[src/rtl/tick_period_monitor.sv]
// Tick clock receiver: synchronizes tick_in, measures periods, tracks lock/fault.
// Define TICK_MON_DUTY_CHECK_EN to also build the high-time (duty) check.
module tick_period_monitor #(
  parameter int unsigned EXPECT_PERIOD = 6,
  parameter int unsigned TOLERANCE     = 0,
  parameter int unsigned LOCK_COUNT    = 4,
  parameter int unsigned CNT_W         = 8
) (
  input  logic             clk,
  input  logic             rst,
  input  logic             tick_in,
  input  logic             clr,
  output logic             edge_pulse,
  output logic [CNT_W-1:0] period_out,
  output logic             period_valid,
  output logic             locked,
  output logic             fault,
  output logic             duty_err,
  output logic [15:0]      tick_cnt
);
  typedef enum logic [1:0] {
    IDLE,
    ACQUIRE,
    LOCKED,
    FAULT
  } state_e;

  localparam logic [CNT_W-1:0] CNT_MAX = {CNT_W{1'b1}};
  localparam logic [CNT_W-1:0] TO_LIM  = CNT_W'(2 * EXPECT_PERIOD);
  localparam int unsigned P_LO =
    (EXPECT_PERIOD > TOLERANCE) ? EXPECT_PERIOD - TOLERANCE : 0;
  localparam int unsigned P_HI = EXPECT_PERIOD + TOLERANCE;
  localparam logic [3:0] LOCK_N = 4'(LOCK_COUNT);

  state_e           state_d, state_q;
  logic             s1_d, s1_q;
  logic             s2_d, s2_q;
  logic             s3_d, s3_q;
  logic [CNT_W-1:0] pc_d, pc_q;
  logic [CNT_W-1:0] period_d, period_q;
  logic             period_valid_d, period_valid_q;
  logic             edge_pulse_d, edge_pulse_q;
  logic [3:0]       mc_d, mc_q;
  logic [3:0]       mc_inc;
  logic [15:0]      tick_cnt_d, tick_cnt_q;
  logic             rise;
  logic             match;
  logic             duty_evt;
  logic [31:0]      pc_ext;

  assign s1_d   = tick_in;
  assign s2_d   = s1_q;
  assign s3_d   = s2_q;
  assign rise   = s2_q & ~s3_q;
  assign pc_ext = 32'(pc_q);
  // A saturated count means the edge was lost, never a valid period
  assign match  = (pc_q != CNT_MAX) &&
                  (pc_ext >= P_LO) && (pc_ext <= P_HI);

  always_comb begin
    state_d        = state_q;
    mc_d           = mc_q;
    tick_cnt_d     = tick_cnt_q;
    period_d       = period_q;
    period_valid_d = 1'b0;
    edge_pulse_d   = rise;
    mc_inc         = mc_q + 4'd1;
    if (rise)
      pc_d = CNT_W'(1);
    else if (pc_q == CNT_MAX)
      pc_d = pc_q;
    else
      pc_d = pc_q + CNT_W'(1);
    if (rise && state_q != IDLE) begin
      period_valid_d = 1'b1;
      period_d       = pc_q;
    end
    unique case (state_q)
      IDLE: begin
        if (rise) begin
          state_d = ACQUIRE;
          mc_d    = '0;
        end
      end
      ACQUIRE: begin
        if (rise) begin
          if (match) begin
            mc_d = mc_inc;
            if (mc_inc == LOCK_N)
              state_d = LOCKED;
          end else begin
            mc_d = '0;
          end
        end
      end
      LOCKED: begin
        if (rise) begin
          tick_cnt_d = tick_cnt_q + 16'd1;
          if (!match)
            state_d = FAULT;
        end else if (pc_d == TO_LIM) begin
          state_d = FAULT;
        end
        if (duty_evt)
          state_d = FAULT;
      end
      FAULT: begin
      end
      default: state_d = IDLE;
    endcase
    if (clr) begin
      state_d        = IDLE;
      mc_d           = '0;
      pc_d           = '0;
      tick_cnt_d     = '0;
      period_d       = '0;
      period_valid_d = 1'b0;
      edge_pulse_d   = 1'b0;
    end
  end

  always_ff @(posedge clk) begin
    if (!rst) begin
      state_q        <= IDLE;
      s1_q           <= 1'b0;
      s2_q           <= 1'b0;
      s3_q           <= 1'b0;
      pc_q           <= '0;
      period_q       <= '0;
      period_valid_q <= 1'b0;
      edge_pulse_q   <= 1'b0;
      mc_q           <= '0;
      tick_cnt_q     <= '0;
    end else begin
      state_q        <= state_d;
      s1_q           <= s1_d;
      s2_q           <= s2_d;
      s3_q           <= s3_d;
      pc_q           <= pc_d;
      period_q       <= period_d;
      period_valid_q <= period_valid_d;
      edge_pulse_q   <= edge_pulse_d;
      mc_q           <= mc_d;
      tick_cnt_q     <= tick_cnt_d;
    end
  end

`ifdef TICK_MON_DUTY_CHECK_EN
  localparam int unsigned H_NOM = EXPECT_PERIOD / 2;
  localparam int unsigned H_LO  =
    (H_NOM > TOLERANCE) ? H_NOM - TOLERANCE : 0;
  localparam int unsigned H_HI  = H_NOM + TOLERANCE;

  logic             fall;
  logic [CNT_W-1:0] hc_d, hc_q;
  logic             duty_err_d, duty_err_q;
  logic [31:0]      hc_ext;

  assign fall   = ~s2_q & s3_q;
  assign hc_ext = 32'(hc_q);
  // Before the first edge the high-time count is not anchored to a rise
  assign duty_evt = fall && (state_q != IDLE) &&
                    ((hc_ext < H_LO) || (hc_ext > H_HI));

  always_comb begin
    hc_d = hc_q;
    if (rise)
      hc_d = CNT_W'(1);
    else if (s2_q && hc_q != CNT_MAX)
      hc_d = hc_q + CNT_W'(1);
    duty_err_d = duty_err_q | duty_evt;
    if (clr) begin
      hc_d       = '0;
      duty_err_d = 1'b0;
    end
  end

  always_ff @(posedge clk) begin
    if (!rst) begin
      hc_q       <= '0;
      duty_err_q <= 1'b0;
    end else begin
      hc_q       <= hc_d;
      duty_err_q <= duty_err_d;
    end
  end

  assign duty_err = duty_err_q;
`else
  assign duty_evt = 1'b0;
  assign duty_err = 1'b0;
`endif

  assign edge_pulse   = edge_pulse_q;
  assign period_out   = period_q;
  assign period_valid = period_valid_q;
  assign locked       = (state_q == LOCKED);
  assign fault        = (state_q == FAULT);
  assign tick_cnt     = tick_cnt_q;

endmodule

[config.mk]
export PLATFORM = sky130hd
export DESIGN_NAME = tick_period_monitor
export DESIGN_NICKNAME = d
export VERILOG_FILES = /design/src/rtl/tick_period_monitor.sv
export SDC_FILE = /design/constraint.sdc
export NUM_CORES = 1
export LEC_CHECK = 0
export CAP_MARGIN = 10
export CORE_UTILIZATION = 45
export DETAILED_ROUTE_END_ITERATION = 8
export PLACE_DENSITY = 0.69
export SYNTH_ARGS = -nofsm -noshare
export SYNTH_HDL_FRONTEND = slang
export SYNTH_SLANG_ARGS = --single-unit
[constraint.sdc]
create_clock -name clk -period 3.8 [get_ports clk]
set_input_delay 0.76 -clock clk [delete_from_list [all_inputs] [get_ports clk]]
set_output_delay 0.76 -clock clk [all_outputs]
set_load 0.05 [all_outputs]
==> qor.csv <==
stage;metric;value;unit
run_status;status;finished, final reports clean;
synth;largest area contributor in the netlist;dfxtp_1;
detailed_routing;First-pass DRT Iterations;4;
clocking;H-tree levels;2;
timing;setup TNS;0;ns
worst_setup_path;cells on worst reg2reg path;7;
detailed_routing;Initial DRC Count;66;
timing;RSZ-0062 raised after global routing;false;
cells_and_area;n_diodes;0;
global_route;initial antenna violation count;0;
synth;number of synthesized flops with an enable pin;0;
global_route;vias in the first global route;1409;
global_route;first-pass GRT wire length;6710;um
die;initial core utilization;0.468;
global_route;largest net degree at the start of global routing;33;
worst_setup_path;Setup crit start kind;flip-flop;
clocking;Root Driver;clkbuf_8;
worst_setup_path;Critical R2R Launch;pc_q[0]$_SDFF_PP0_;
die;CORE AREA;4350;um2
die;Die Ht;69.3;um
synth;Yosys cell types;39;
power_and_ir_drop;worst ir drop on vdd;0.337;mV
timing;Worst slew margin;0.626;
clocking;Clock transition at path regs;0.08;ns
placement;Worst Setup Slack post-DPL;1.60;ns
detailed_routing;vias per cell;5.29;
placement;post-DP HPWL;2800;um
global_route;overall routing resource usage;0.171;
synth;Mapped Area;2040;um2
detailed_routing;WL/cell;12.8;um
synth;cell with the most instances after synthesis;dfxtp_1;
synth;cell count after synthesis;229;
cells_and_area;layout cell share with drive strength beyond 1;0.0545;
hold_path;HP Class;flip-flop to flip-flop;
die;Die Wd;69.3;um
synth;sequential share of the synthesized area;0.422;
synth;list of most frequent post-synthesis cells;dfxtp_1, nor2_1, nand2_1;
worst_setup_path;Req. time, crit path;3.04;ns
placement;IO Port Bufs;31;
cells_and_area;Nets;270;
hold_path;WHS Path Cells;1;
synth;number of synthesized register bits;43;
power_and_ir_drop;leakage;0.877;nW
timing;Tcrit/Tclk final;0.659;
die;die footprint;4810;um2
detailed_routing;Final ANT Viol Nets;0;
synth;Mean Syn Cell Area;8.91;um2
cells_and_area;P&R area growth vs syn;20.5;%
detailed_routing;DRC Markers;0;
placement;DP Area;2340;um2
clocking;CTS Buf Count;5;
worst_setup_path;crit end category;output pin;
synth;asr flop ratio synth;0;
timing;endpoints failing setup;0;
hold_path;HP Start;s1_q$_SDFF_PN0_;
detailed_routing;total wire length;3950;um
clocking;TritonCTS clock tree;yes;
timing;worst setup margin;1.30;ns
synth;Synth Flop Type;dfxtp_1;
timing;Hold Vio Cnt, Final;0;
clocking;Resize count post-CTS;0;
synth;area share of the leading cell type in the synthesized netlist;0.422;
synth;Area contributors post-synth;dfxtp_1, ha_1, xor2_1;
power_and_ir_drop;PwrDens;345;nW/um2
detailed_routing;via count;1636;
synth;yosys warns;0;
worst_setup_path;CP max FO;4;
clocking;# Post-CTS Setup Buffers;0;
timing;post-route minimum period;2.50;ns
job;MaxCap Viol Count;0;
synth;Synth Net Count;243;
timing;Max Slew Vio Count;0;
clocking;Clock Path Buffers;2;
timing;Slew @ Worst Pin;0.561;ns
clocking;cts hold-fix bufs;0;
timing;Peak Freq;0.399;GHz
global_route;GR Overflow Total;0;
cells_and_area;Finished Cell Area;2460;um2
worst_setup_path;WS Path Type;flip-flop to output pin;
worst_setup_path;Worst Setup SP;state_q[0]$_SDFFE_PP0P_;
worst_setup_path;critical path arrival;1.74;ns
die;Core Rows;24;
clocking;worst skew pair latency;0.28;ns
timing;Fin Clk Skew;0.00384;ns
placement;Final GP Congestion;0.742;
clocking;Clock Sinks;43;
die;Ports;33;
-- sequential cells by signal, summed over array words and instances, names as in the netlist --
register / cells
state_q: 2
tick_cnt: 16
pc_q: 8
mc_q: 4
period_out: 8
s3_q: 1
period_valid: 1
edge_pulse: 1
s2_q: 1
s1_q: 1
-- placed cells by master (no fill, tap or decap), drive strengths merged --
cell,instances
a41oi,1
inv,3
dfxtp,43
a22oi,2
nand2,18
a211oi,1
nand3b,1
a21oi,16
o41ai,1
a31oi,1
conb,1
o21ai,14
nor2,27
clkdlybuf4s50,31
and4b,1
nand4b,1
xor2,13
bufinv,1
nor3,6
buf,1
nand2b,3
or3,2
and2,7
clkbuf,6
mux2i,3
and4,4
ha,10
and3,9
xnor2,6
nand4,6
nand3,11
nand4bb,1
clkinv,1
nor2b,3
a41o,1
nor3b,1
-- metrics by stage --
step | hold slack (ns) | util | total power [mW] | std cells
after floorplan | 0.412 | - | 0.488 | 229
after global placement | 0.426 | 0.537 | 0.497 | 301
after global routing | 0.460 | 0.564 | 0.882 | 309
final | 0.440 | 0.564 | 0.847 | 309
after CTS | 0.442 | 0.564 | 0.854 | 309
after detailed placement | 0.423 | 0.537 | 0.497 | 301
-- final timing paths --
kind	endpoint	slack [ns]
worst max register to register	state_q[0]$_SDFFE_PP0P_	1.60
worst min register to register	s2_q$_SDFF_PN0_	0.44
worst min-delay path	s2_q$_SDFF_PN0_	0.44
worst max-delay path	locked	1.30
-- worst max-delay path: stages, from the launching register on --
cell and delay [ns]:
dfxtp_1 0.34, inv_1 0.11, ha_1 0.20, clkdlybuf4s50_1 0.81
-- per-layer routing --
layer  wire, um  share of wire  vias to the layer above  track usage
met5          0              0                        -            0
met4         25         0.0063                        0       0.0340
met3        145          0.037                        2       0.0494
met2       1770           0.45                       27        0.261
met1       2010           0.51                      763        0.241
li1           -              -                      844            -
-- logic make-up (layout without fill, tap and decap cells) --
group | Yosys count | count (layout) | synth area share
AND/OR/NAND/NOR | 101 | 101 | 0.262
AO/OA/AOI/OAI | 37 | 37 | 0.110
XOR/XNOR | 19 | 19 | 0.0816
multiplexers | 3 | 3 | 0.0147
adder cells (fa/ha/maj) | 10 | 10 | 0.0613
other | 1 | 1 | 0.00184
flip-flops | 43 | 43 | 0.422
buffers and inverters | 15 | 43 | 0.0460
-- layout make-up --
type / count / area (um2)
Clock buffer: 6 / 82.6
Clock inverter: 2 / 35.0
Fill cell: 399 / 1900
Inverter: 3 / 11.3
Multi-Input combinational cell: 171 / 1080
Sequential cell: 43 / 861
Tap cell: 52 / 65.1
Timing Repair Buffer: 32 / 318
-- power breakdown --
part / switching, mW / leakage (nW) / internal (mW)
sequential: 0.00267 / 0.347 / 0.453
combinational: 0.0207 / 0.468 / 0.0104
clock: 0.147 / 0.0612 / 0.213
total: 0.171 / 0.877 / 0.676
Note: power is estimated with default switching activity, not from simulation.
